<file path="src/rtl/fpga_clk_divider.sv">
// Multi-channel programmable clock divider.
// Each channel produces a 50%-duty divided clock whose half period (in clk cycles)
// is written at runtime through a valid/ready config port. Ratio changes take effect
// only at a half-period boundary and a disabled channel finishes its high phase
// before stopping, so div_clk_o never glitches.
//
// Ports:
//   clk             fast clock, all logic on posedge
//   rst_sys_in      synchronous active-high reset
//   ch_en_i         per-channel run request
//   cfg_valid_i     config write request
//   cfg_ready_o     config write accepted when valid & ready (combinational)
//   cfg_ch_i        target channel of a config write
//   cfg_half_per_i  new half period (0 is clamped to 1)
//   div_clk_o       divided clock per channel (registered)
//   rise_stb_o      1-cycle pulse in the first cycle div_clk_o is high
//   fall_stb_o      1-cycle pulse in the first cycle div_clk_o is low
//   running_o       channel is counting (RUN or DRAIN)
module fpga_clk_divider #(
  parameter int unsigned NumCh          = 2,
  parameter int unsigned CntWidth       = 8,
  parameter int unsigned DefaultHalfPer = 50,
  localparam int unsigned ChW           = (NumCh > 1) ? $clog2(NumCh) : 1
) (
  input  logic                clk,
  input  logic                rst_sys_in,
  input  logic [NumCh-1:0]    ch_en_i,
  input  logic                cfg_valid_i,
  output logic                cfg_ready_o,
  input  logic [ChW-1:0]      cfg_ch_i,
  input  logic [CntWidth-1:0] cfg_half_per_i,
  output logic [NumCh-1:0]    div_clk_o,
  output logic [NumCh-1:0]    rise_stb_o,
  output logic [NumCh-1:0]    fall_stb_o,
  output logic [NumCh-1:0]    running_o
);

  localparam int unsigned PadW = 2 ** ChW;

  typedef enum logic [1:0] {
    ST_STOP  = 2'd0,
    ST_RUN   = 2'd1,
    ST_DRAIN = 2'd2
  } ch_state_e;

  logic [NumCh-1:0]    pending;
  logic [PadW-1:0]     pend_pad;
  logic [CntWidth-1:0] cfg_val;

  // Channel indices beyond NumCh read as "not pending"; such writes are dropped.
  always_comb begin
    pend_pad              = '0;
    pend_pad[NumCh-1:0]   = pending;
  end

  assign cfg_ready_o = ~pend_pad[cfg_ch_i];
  assign cfg_val     = (cfg_half_per_i == '0) ? CntWidth'(1) : cfg_half_per_i;

  for (genvar i = 0; i < NumCh; i++) begin : g_ch
    ch_state_e           state_q, state_d;
    logic [CntWidth-1:0] cnt_q, cnt_d;
    logic [CntWidth-1:0] hp_q, hp_d;
    logic [CntWidth-1:0] shadow_q, shadow_d;
    logic                pend_q, pend_d;
    logic                div_q, div_d;
    logic                rise_q, rise_d;
    logic                fall_q, fall_d;
    logic                run_q, run_d;
    logic                wrap;
    logic                accept;

    // Channel state register
    always_ff @(posedge clk) begin
      if (rst_sys_in) begin
        state_q  <= ST_STOP;
        cnt_q    <= '0;
        hp_q     <= CntWidth'(DefaultHalfPer);
        shadow_q <= '0;
        pend_q   <= 1'b0;
        div_q    <= 1'b0;
        rise_q   <= 1'b0;
        fall_q   <= 1'b0;
        run_q    <= 1'b0;
      end else begin
        state_q  <= state_d;
        cnt_q    <= cnt_d;
        hp_q     <= hp_d;
        shadow_q <= shadow_d;
        pend_q   <= pend_d;
        div_q    <= div_d;
        rise_q   <= rise_d;
        fall_q   <= fall_d;
        run_q    <= run_d;
      end
    end

    // Next-state: counting, toggling, drain-to-stop and config application
    always_comb begin
      state_d  = state_q;
      cnt_d    = cnt_q;
      hp_d     = hp_q;
      shadow_d = shadow_q;
      pend_d   = pend_q;
      div_d    = div_q;
      rise_d   = 1'b0;
      fall_d   = 1'b0;
      wrap     = (cnt_q == (hp_q - CntWidth'(1)));
      accept   = cfg_valid_i && (cfg_ch_i == ChW'(i)) && !pend_q;

      unique case (state_q)
        ST_STOP: begin
          cnt_d = '0;
          div_d = 1'b0;
          if (ch_en_i[i]) state_d = ST_RUN;
        end
        ST_RUN, ST_DRAIN: begin
          if (!ch_en_i[i] && !div_q) begin
            // Low phase: stop immediately, no edge is produced.
            state_d = ST_STOP;
            cnt_d   = '0;
          end else begin
            if (wrap) begin
              cnt_d  = '0;
              div_d  = ~div_q;
              rise_d = ~div_q;
              fall_d = div_q;
              if (pend_q) begin
                hp_d   = shadow_q;
                pend_d = 1'b0;
              end
            end else begin
              cnt_d = cnt_q + CntWidth'(1);
            end
            // Disabled while high: finish the high phase, stop on the falling wrap.
            if (ch_en_i[i])  state_d = ST_RUN;
            else if (wrap)   state_d = ST_STOP;
            else             state_d = ST_DRAIN;
          end
        end
        default: begin
          state_d = ST_STOP;
          cnt_d   = '0;
          div_d   = 1'b0;
        end
      endcase

      // Stopped channels take the new half period directly; running ones defer it.
      if (accept) begin
        if (state_q == ST_STOP || state_d == ST_STOP) begin
          hp_d = cfg_val;
        end else begin
          shadow_d = cfg_val;
          pend_d   = 1'b1;
        end
      end else if (state_d == ST_STOP && pend_q) begin
        hp_d   = shadow_q;
        pend_d = 1'b0;
      end

      run_d = (state_d != ST_STOP);
    end

    assign pending[i]    = pend_q;
    assign div_clk_o[i]  = div_q;
    assign rise_stb_o[i] = rise_q;
    assign fall_stb_o[i] = fall_q;
    assign running_o[i]  = run_q;
  end

endmodule

</file>
<file path="config.mk">
export PLATFORM = sky130hd
export DESIGN_NAME = fpga_clk_divider
export DESIGN_NICKNAME = d
export VERILOG_FILES = /design/src/rtl/fpga_clk_divider.sv
export SDC_FILE = /design/constraint.sdc
export NUM_CORES = 1
export LEC_CHECK = 0
export BUFFER_PORTS_ARGS = -buffer_cell sky130_fd_sc_hd__clkbuf_2
export CAP_MARGIN = 20
export CELL_PAD_IN_SITES_DETAIL_PLACEMENT = 1
export CELL_PAD_IN_SITES_GLOBAL_PLACEMENT = 2
export CORE_ASPECT_RATIO = 2
export CORE_MARGIN = 5
export CORE_UTILIZATION = 40
export DETAILED_ROUTE_END_ITERATION = 8
export PLACE_DENSITY_LB_ADDON = 0.05
export SLEW_MARGIN = 20
export SYNTH_ARGS = -nofsm -noshare
export SYNTH_HDL_FRONTEND = slang
export SYNTH_SLANG_ARGS = --single-unit
</file>
<file path="constraint.sdc">
create_clock -name clk -period 3.9 [get_ports clk]
set_clock_uncertainty 0.05 [all_clocks]
set_input_delay 0.585 -clock clk [delete_from_list [all_inputs] [get_ports clk]]
set_output_delay 0.585 -clock clk [all_outputs]
set_load 0.01 [all_outputs]
</file>
* Word level (Yosys, flattened, before mapping)
Cells that the tools add are included.
** Cells by class
- Add/sub/neg operators :: 4
- Bitwise operators :: 12
- Eq/ne operators :: 6
- Mux-type cells :: 39
- $lt $le $gt $ge :: 1
- Reductions and logical operators :: 35
** Operators with widths (count)
- 2-to-1 mux 8 bit :: 15
- adder 8 x 1 -> 8 bit (second input constant) :: 2
- == test 8 bit :: 2
- 2-to-1 mux 2 bit :: 8
- OR reduction 4 bit :: 4
- subtractor 8 x 1 -> 8 bit (second input constant) :: 2
- 2-to-1 mux 1 bit :: 14
- NOT 1 bit :: 12
- logical AND 1 bit :: 8
- logical NOT 2 bit :: 4
- logical NOT 8 bit :: 1
- one-hot mux 2 bit (2 select lines) :: 2
- AND reduction 2 bit :: 4
- OR reduction 2 bit :: 4
- logical NOT 1 bit :: 6
- == test 2 x 1 -> 1 bit (second input constant) :: 2
- == test 2 bit (second input constant) :: 2
- nonzero test 2 bit :: 2
- logical OR 1 bit :: 2
- < comparator 1 x 2 -> 1 bit (second input constant) :: 1
** Storage, ports and cells
- Register bits after elaboration :: 62
- Bits of input ports :: 14
- Output and inout port bits :: 9

* Longest topological paths before layout
Gate-level depths: netlist (run 1).
- Depth in word-level cells :: 10
- Gate-level depth with buffers :: 10
- Mapped depth without buffers :: 9

* Least setup slack after synthesis (run 1)
No wires, ideal clock.
- Path kind :: register -> register
- Start :: reg g_ch[1].hp_q[0]
- End :: reg g_ch[1].run_q
- Clock period less this slack :: 2.662 ns
- Library setup time :: 0.120 ns
- Cell stages (with the launch flop) :: 10
- Arrival :: 2.492 ns
- Setup slack :: 1.238 ns
- Data required time :: 3.730 ns
- Path buffers :: 0
- Path through :: dfxtp_1 > inv_1 > ha_1 > or4b_4 > xnor2_1 > nor4_1 > o311ai_4 > o21ai_2 > a2111oi_4 > or2_1
** Between the ends
- Cells in the longest elaborated chain, start to end :: 7
** Ends and longest elaborated chain
- start: declaration :: RTL line 62 : logic [CntWidth-1:0] hp_q, hp_d;
- start signal: assignment :: RTL line 77 : hp_q <= CntWidth'(DefaultHalfPer);
- start signal: assignment :: RTL line 87 : hp_q <= hp_d;
- subtractor 8 x 1 -> 8 bit :: RTL line 107 : wrap = (cnt_q == (hp_q - CntWidth'(1)));
- == test 8 bit :: RTL line 107
- 2-to-1 mux 2 bit :: RTL line 136 : else if (wrap) state_d = ST_STOP;
- 2-to-1 mux 2 bit :: RTL line 135 : if (ch_en_i[i]) state_d = ST_RUN;
- 2-to-1 mux 2 bit :: RTL line 117 : if (!ch_en_i[i] && !div_q) begin
- one-hot mux 2 bit (2 select lines) :: RTL line 110 : unique case (state_q)
- nonzero test 2 bit :: RTL line 160 : run_d = (state_d != ST_STOP);
- end signal: assignment :: RTL line 93 : run_q <= run_d;
- end: declaration :: RTL line 68 : logic run_q, run_d;
Every way passes these cells.
A chain may end at the register's enable or synchronous reset.

* Worst setup path in the final report (run 1)
- Start :: reg g_ch[0].hp_q[0]
- End :: reg g_ch[0].hp_q[5]
** Between the ends
- Cells in the longest elaborated chain, start to end :: 10
** Ends and longest elaborated chain
- start: declaration :: RTL line 62
- start signal: assignment :: RTL line 77
- start signal: assignment :: RTL line 87
- subtractor 8 x 1 -> 8 bit * :: RTL line 107
- == test 8 bit * :: RTL line 107
- 2-to-1 mux 2 bit :: RTL line 136
- 2-to-1 mux 2 bit :: RTL line 135
- 2-to-1 mux 2 bit :: RTL line 117
- one-hot mux 2 bit (2 select lines) :: RTL line 110
- logical NOT 2 bit :: RTL line 149, 155
- logical AND 1 bit or logical OR 1 bit (tied branches) :: RTL line 155, 149
- 2-to-1 mux 8 bit, on equally long branches :: RTL line 155, 149
- 2-to-1 mux 8 bit * :: RTL line 148 : if (accept) begin
Every way passes the cells marked *; elsewhere a longest branch is shown, timed or not.

==> results of run 1 <==
-- worst max-delay path by stage --
stage,slack (ns),endpoint,start
floorplan,1.24,g_ch[1].run_q$_SDFF_PP0_,g_ch[1].hp_q[0]$_SDFF_PP0_
global placement,0.88,g_ch[0].hp_q[1]$_SDFF_PP1_,g_ch[0].hp_q[0]$_SDFF_PP0_
detailed placement,0.77,g_ch[0].hp_q[4]$_SDFF_PP1_,g_ch[0].hp_q[0]$_SDFF_PP0_
CTS,0.75,g_ch[0].hp_q[5]$_SDFF_PP1_,g_ch[0].hp_q[0]$_SDFF_PP0_
global route,0.51,g_ch[0].hp_q[5]$_SDFF_PP1_,g_ch[0].hp_q[0]$_SDFF_PP0_
finish,0.79,g_ch[0].hp_q[5]$_SDFF_PP1_,g_ch[0].hp_q[0]$_SDFF_PP0_
-- cell usage after synthesis (all sizes together), types with 3 or more instances --
| library cell | count |
|---|---|
| or2 | 3 |
| buf | 15 |
| nor3b | 11 |
| a221o | 5 |
| xnor2 | 14 |
| ha | 8 |
| and3b | 3 |
| nand2 | 22 |
| nor4 | 4 |
| nand3 | 34 |
| o211ai | 9 |
| dfxtp | 62 |
| a211oi | 8 |
| o21a | 4 |
| inv | 22 |
| mux2i | 12 |
| nor3 | 27 |
| a21boi | 4 |
| mux2 | 5 |
| clkbuf | 9 |
| and3 | 3 |
| o22ai | 5 |
| nor2b | 5 |
| and2 | 3 |
| nor2 | 30 |
| a21oi | 25 |
| a22oi | 3 |
| xor2 | 14 |
| a31oi | 3 |
| a222oi | 3 |
| o21ai | 23 |
-- worst register-to-register path, cell delays in order, from the launching register on --
cell	delay, ns
dfxtp_1	0.46
inv_1	0.11
ha_1	0.30
or2_0	0.23
a2111oi_0	0.35
o21ai_0	0.22
a22oi_2	0.50
a21oi_2	0.29
mux2_1	0.38
a211oi_1	0.15
-- state kept, by name (all words and copies together), names as in the netlist --
register / flops
g_ch.div_q: 2
g_ch.shadow_q: 16
g_ch.hp_q: 16
g_ch.rise_q: 2
g_ch.cnt_q: 16
g_ch.fall_q: 2
g_ch.run_q: 2
g_ch.pend_q: 2
g_ch.state_q: 4
-- area by class of cell --
cell class | count | area [sq um]
Clock inverter | 6 | 87.58
Clock buffer | 9 | 225.2
Tap cell | 102 | 127.6
Timing Repair Buffer | 25 | 132.6
Multi-Input combinational cell | 316 | 2167
Sequential cell | 62 | 1241
Fill cell | 1092 | 4887
Inverter | 22 | 82.58
-- cells by family after synthesis --
| family | after synthesis | synth area share, % |
|---|---|---|
| muxes | 17 | 4.876 |
| xor gates and xnor gates | 28 | 6.777 |
| DFF | 62 | 34.30 |
| adders and majority gates | 8 | 2.766 |
| and+or+nand+nor | 152 | 22.16 |
| AOI/OAI and AO/OA | 111 | 23.31 |
| buffers and inverters | 46 | 5.809 |
-- metrics by stage --
stage | setup WS, ns | instance area, sq um | instances | total power [mW]
after floorplan | 1.238 | 3618 | 424 | 0.8133
after global placement | 0.8780 | 3751 | 527 | 0.8691
after detailed placement | 0.7700 | 3751 | 527 | 0.8731
after CTS | 0.7539 | 4064 | 542 | 1.725
after global routing | 0.5148 | 4064 | 542 | 1.775
final | 0.7949 | 4064 | 542 | 1.704
-- layer usage --
layer  GRT usage, %  up-vias
met1          17.92     1614
met5              0        -
li1               -     1575
met3          2.993       23
met4          11.78        0
met2          42.31       44
-- report_power, final --
part | internal [mW] | leakage (nW) | total [mW] | switching [mW]
Combinational | 0.0631 | 0.839 | 0.184 | 0.121
Sequential | 0.652 | 0.503 | 0.675 | 0.0228
Clock | 0.554 | 0.144 | 0.846 | 0.292
Total | 1.27 | 1.49 | 1.70 | 0.435
==> metrics.md, run 1 <==
| Metric | Value |
|---|---|
| Tcrit/Tclk final | `79.62%` |
| Final Slew Violations | `0` |
| First-pass GRT wire length | `17730 um` |
| CTS Hold Buffers Added | `0` |
| Actual transition at the worst max-transition pin | `0.6010 ns` |
| DR iter-0 viols | `around 130` |
| ANT cells | `0` |
| Gates resized, CTS repair | `0` |
| Critical path data arrival time | `about 3.3 ns` |
| Largest delay share family, worst path | `compound AO/OA/AOI/OAI gates` |
| Wire per inst | `20.28 um` |
| Lkg Pwr | `1.485 nW` |
| CTS root buffer | `clkbuf_16` |
| Crit. End Element | `flip-flop` |
| CTS tree | `done` |
| Total Routed Length | `10990 um` |
| CORE AREA | `approximately 9000 sq um` |
| DRC violations left | `0` |
| Synthesis-to-layout area growth | `12.31%` |
| Post-route ant nets | `0` |
| Avg Inst Size Synth | `8.534 sq um` |
| Sequential element share of the synthesized area | `34.30%` |
| Slowest-stage cell, CP | `a22oi_2` |
| Max VDD drop | `0.2443 mV` |
| Largest net degree at the start of global routing | `45` |
| Synthesized Nets | `about 450` |
| I/O Buffers | `22` |
| Total Nets Final | `around 460` |
| FF-to-FF path depth | `9` |
| Top_reg_cell synth | `dfxtp_1` |
| GRT Residual Overflow | `0` |
| Metal-1 WL | `roughly 3700 um` |
| Status | `completed` |
| Cells on Worst Hold Path | `2` |
| Post-layout util | `45.40%` |
| Top routing layer used | `met4` |
| Area leader, netlist | `dfxtp_1` |
| Initial Utilization | `approximately two fifths` |
| Met2 routed WL | `about 6600 um` |
| Area contributors post-synth | `dfxtp_1, nand3_1, nor3_1, xnor2_1, xor2_1` |
| Hold Path Class | `flip-flop to flip-flop` |
| CP max FO | `13` |
| # IOs | `23` |
| Async set or reset register ratio after synthesis | `0%` |
| Initial antenna violation count | `0` |
| Final Hold Viols | `0` |
| Final setup fails | `0` |
| Clock Tree Buf Depth | `2` |
| Relative slew margins | `59.43%` |
| Critical-path cell list | `inv_1, ha_1, or2_0, a2111oi_0, o21ai_0, a22oi_2, a21oi_2, mux2_1, a211oi_1` |
| WHS Endpoint | `g_ch[1].shadow_q[3]$_SDFFE_PP0P_` |
| Die area | `11160 sq um` |
| Most frequent cells in the layout | `dfxtp_1, nand3_1, nor2_1, nor3_1, a21oi_1` |
| Synth Cell Area | `3618 sq um` |
| Max incr delay on CP | `around 0.50 ns` |
| Final HPWL DP | `8614 um` |
| Max Cap Viol | `0` |
| Yosys Warn Count | `0` |
| Critical Path Stages | `9` |
| Setup Fix Bufs, Post-CTS | `0` |
| Setup_tns | `0 ns` |
| Latest clock arrival within the worst-skew pair | `0.33 ns` |
| Cells after synthesis | `424` |
| Vias post-DR | `between 3000 and 4000` |
| EDFF count, synth | `0` |
| Vias in the first global route | `~3500` |
| Num Clock Sinks | `62` |
| Commonest non-fill, non-tap cell in the layout | `dfxtp_1` |
| Critical Path RT | `approximately 4.1 ns` |
| R2r startpoint | `g_ch[0].hp_q[0]$_SDFF_PP0_` |
| Met3 wire len | `about 190 um` |
| Yosys reg bits | `62` |
| DIE HEIGHT | `approximately 140 um` |
| Critical path buffers and inverters | `1` |
| PD cells | `419.4 nW/um^2` |
| CP startpoint kind | `flip-flop` |
| Hold Path Origin | `g_ch[1].shadow_q[3]$_SDFFE_PP0P_` |
| RSZ-0062 raised after global routing | `no` |
| R2r endpoint | `g_ch[0].hp_q[5]$_SDFF_PP1_` |
| Site Rows | `49` |
| Area fraction of the dominant cell type after synthesis | `34.30%` |
| Critical path type | `flip-flop to flip-flop` |
| Period minus WS final | `3.105 ns` |
| Final Hold Slack | `0.4178 ns` |
| Achievable Freq | `322.1 MHz` |
| Reg clk slew, reported paths | `0.06 ns` |
| Global Route Usage Sum | `around 20%` |
| H-tree depth | `3` |
| Chip Width | `77.26 um` |
| TritonRoute pass-1 iters | `5` |
| Routability Congestion | `0.8407` |
| CTS Buf Count | `9` |
| Reg-to-reg slack, setup | `about 0.79 ns` |
| Layout cells sized above 1 | `13.86%` |
| Vias per cell | `6.007` |
| Yosys cell types | `67` |
No activity file was read; power rests on OpenSTA's default activity.
==> run 2, diff against run 1 <==
--- a/config.mk
+++ b/config.mk
@@ -11,7 +11,7 @@
 export CELL_PAD_IN_SITES_GLOBAL_PLACEMENT = 2
 export CORE_ASPECT_RATIO = 2
 export CORE_MARGIN = 5
-export CORE_UTILIZATION = 40
+export CORE_UTILIZATION = 37
 export DETAILED_ROUTE_END_ITERATION = 8
 export PLACE_DENSITY_LB_ADDON = 0.05
 export SLEW_MARGIN = 20
==> constraint.sdc (replaced) <==
create_clock -name clk -period 3.2 [get_ports clk]
set_clock_uncertainty 0.05 [all_clocks]
set_input_delay 0.48 -clock clk [delete_from_list [all_inputs] [get_ports clk]]
set_output_delay 0.48 -clock clk [all_outputs]
set_load 0.01 [all_outputs]
==> run 2 against run 1 <==
  * Sequential cell count stayed put
  * Critical path type unchanged
  * Clock power is 34% higher
  * Largest power group unchanged
  * Die area is 7.3% higher
  * Register-to-register slack worse by 0.54 ns
  * Hold slack worse by 0.037 ns
  * First-iteration DRC count is 26% lower
  * Final cell count is 7.0% higher
  * Largest cell class unchanged
  * Routed wire length is 0.43% higher
==> metrics.md, run 2 (synthesis results as in run 1) <==
| Metric | Value |
|---|---|
| Tcrit/Tclk final | `91.98% (+12 points)` |
| Dpl cells | `564 (+7.0%)` |
| Max VDD drop | `0.2428 mV (-0.63%)` |
| CTS Buf Count | `9 (unchanged)` |
| Global Route Usage Sum | `19.49% (-1.0 points)` |
| Wire per inst | `19.03 um (-6.2%)` |
| TritonRoute pass-1 iters | `4 (-1)` |
| Critical Path RT | `3.40 ns (-0.70 ns)` |
| First-pass GRT wire length | `17890 um (+0.93%)` |
| Critical path type | `flip-flop to flip-flop` |
| Share of power burned in combinational logic | `10.8% (about the same)` |
| Most frequent cells in the layout | `dfxtp_1, nand3_1, nor2_1, nor3_1, a21oi_1` |
| CTS Hold Buffers Added | `0 (unchanged)` |
| Setup_tns | `0 ns (unchanged)` |
| FF-to-FF path depth | `9 (unchanged)` |
| Total Nets Final | `465 (+1.5%)` |
| Clock Tree Buf Depth | `2 (unchanged)` |
| Initial antenna violation count | `0 (unchanged)` |
| Reg clk slew, reported paths | `0.06 ns (about the same)` |
| Internal Pwr Total | `1.638 mW (+29%)` |
| Achievable Freq | `339.8 MHz (+5.5%)` |
| H-tree depth | `3 (unchanged)` |
| DIE HEIGHT | `149.9 um (+3.7%)` |
| Actual transition at the worst max-transition pin | `0.6737 ns (+0.07276 ns)` |
| ANT cells | `0 (unchanged)` |
| Final setup fails | `0 (unchanged)` |
| Top flop regs | `g_ch.cnt_q x16, g_ch.hp_q x16, g_ch.shadow_q x16` |
| Vias post-DR | `3299 (+1.3%)` |
| CTS tree | `done` |
| Reported net switching power | `542.4 uW (+25%)` |
| Layout cells sized above 1 | `15.40% (+1.5 points)` |
| RSZ-0062 raised after global routing | `no` |
| GRT Residual Overflow | `0 (unchanged)` |
| WHS Endpoint | `g_ch[0].shadow_q[4]$_SDFFE_PP0P_` |
| Routability Congestion | `0.8011 (-4.7%)` |
| Largest net degree at the start of global routing | `45 (unchanged)` |
| Final Slew Violations | `0 (unchanged)` |
| R2r startpoint | `g_ch[0].hp_q[0]$_SDFF_PP0_` |
| CP max FO | `9 (-4)` |
| Commonest non-fill, non-tap cell in the layout | `dfxtp_1` |
| Final cell count without fillers | `580 (+7.0%)` |
| CTS root buffer | `clkbuf_16` |
| # IOs | `23 (unchanged)` |
| Vias in the first global route | `3613 (+4.6%)` |
| Lkg Pwr | `1.533 nW (+3.2%)` |
| DRC violations left | `0 (unchanged)` |
| R2r endpoint | `g_ch[0].hp_q[5]$_SDFF_PP1_` |
| Vias per cell | `5.688 (-5.3%)` |
| Final Hold Viols | `0 (unchanged)` |
| Num Clock Sinks | `62 (unchanged)` |
| Synthesis-to-layout area growth | `16.01%` |
| Cells on Worst Hold Path | `3 (+1)` |
| Total Routed Length | `11040 um (+0.43%)` |
| Period minus WS final | `2.943 ns (-0.1618 ns)` |
| I/O Buffers | `22 (unchanged)` |
| Final HPWL DP | `8575 um (-0.44%)` |
| CORE AREA | `9635 sq um (+7.6%)` |
| Site Rows | `51 (+4.1%)` |
| Post-route ant nets | `0 (unchanged)` |
| Reg-to-reg slack, setup | `0.26 ns (-0.54 ns)` |
| Crit. End Element | `flip-flop` |
| Fillcell total | `1168 (+7.0%)` |
| Hold Path Class | `input pin to flip-flop` |
| PD cells | `519.5 nW/um^2 (+24%)` |
| Flop pwr share | `37.7% (-1.9 points)` |
| Clock power share | `51.6% (+2.0 points)` |
| Max Cap Viol | `0 (unchanged)` |
| Critical path data arrival time | `3.14 ns (-0.17 ns)` |
| Die area | `11980 sq um (+7.3%)` |
| Initial Utilization | `37.55% (-2.9 points)` |
| Hold Path Origin | `cfg_half_per_i[4]` |
| DR iter-0 viols | `93 (-26%)` |
| Chip Width | `79.93 um (+3.5%)` |
| Sw Ratio | `24.87% (-0.68 points)` |
| Critical path launch point | `g_ch[0].hp_q[0]$_SDFF_PP0_` |
| Relative slew margins | `54.51% (-4.9 points)` |
| Setup Fix Bufs, Post-CTS | `0 (unchanged)` |
| Status | `completed` |
| Latest clock arrival within the worst-skew pair | `0.33 ns (about the same)` |
| CP startpoint kind | `flip-flop` |
[run 2: final cells by class]
type,count,area (sq um),share of cell area [%]
multi-input combinational,316,2185,52.04
sequential,62,1241,29.57
clock buffer,10,229.0,5.455
timing repair buffer,32,185.2,4.411
tap,132,165.2,3.934
clock inverter,6,110.1,2.623
inverter,22,82.58,1.967
[run 2: routing by layer]
layer  GRT usage [%]  vias to the layer above  share of wire [%]
met5               0                        -                  0
met4           11.84                        0                4.6
met3           3.072                       37                1.5
met2           38.54                       42                 59
met1           17.51                     1633                 35
li1                -                     1587                  -
[run 2: worst max-delay path by stage]
stage / endpoint / slack [ns] / cells after the start
finish: g_ch[0].hp_q[5]$_SDFF_PP1_ / 0.26 / 9
global route: g_ch[0].hp_q[1]$_SDFF_PP1_ / 0.05 / 9
CTS: g_ch[1].shadow_q[2]$_SDFFE_PP0P_ / 0.11 / 9
detailed placement: g_ch[1].shadow_q[2]$_SDFFE_PP0P_ / 0.16 / 9
global placement: g_ch[0].hp_q[1]$_SDFF_PP1_ / 0.28 / 9
floorplan: g_ch[1].run_q$_SDFF_PP0_ / 0.54 / 9
[run 2: what timing repair did]
item / CTS / global route
hold endpoints to repair: 0 / 0
resized for setup: 0 / 2
endpoints found under the setup margin: 0 / 9
[run 2: power groups by stage]
stage	sequential, mW	combinational [mW]	clock, mW
after detailed placement	0.838	0.234	0
after global placement	0.837	0.230	0
after global routing	0.825	0.259	1.18
after floorplan	0.828	0.163	0
after CTS	0.821	0.236	1.14
final	0.821	0.235	1.13
[run 2: metrics by stage]
step	total power, mW	setup WS, ns	instance area [sq um]	hold WS, ns	utilization (%)
final	2.181	0.2567	4198	0.3805	43.57
after detailed placement	1.071	0.1556	3841	0.4132	39.87
after CTS	2.200	0.1074	4180	0.3723	43.38
after floorplan	0.9912	0.5378	3618	0.3837	-
after global routing	2.259	0.04591	4198	0.3870	43.57
after global placement	1.067	0.2812	3841	0.4067	39.87
[run 2: critical path, stage by stage, from the launching register on]
cell,delay [ns]
dfxtp_1,0.48
inv_1,0.12
ha_1,0.31
or2_0,0.22
a2111oi_0,0.36
o21ai_0,0.22
a22oi_2,0.32
a21oi_2,0.24
mux2_1,0.36
a211oi_1,0.18
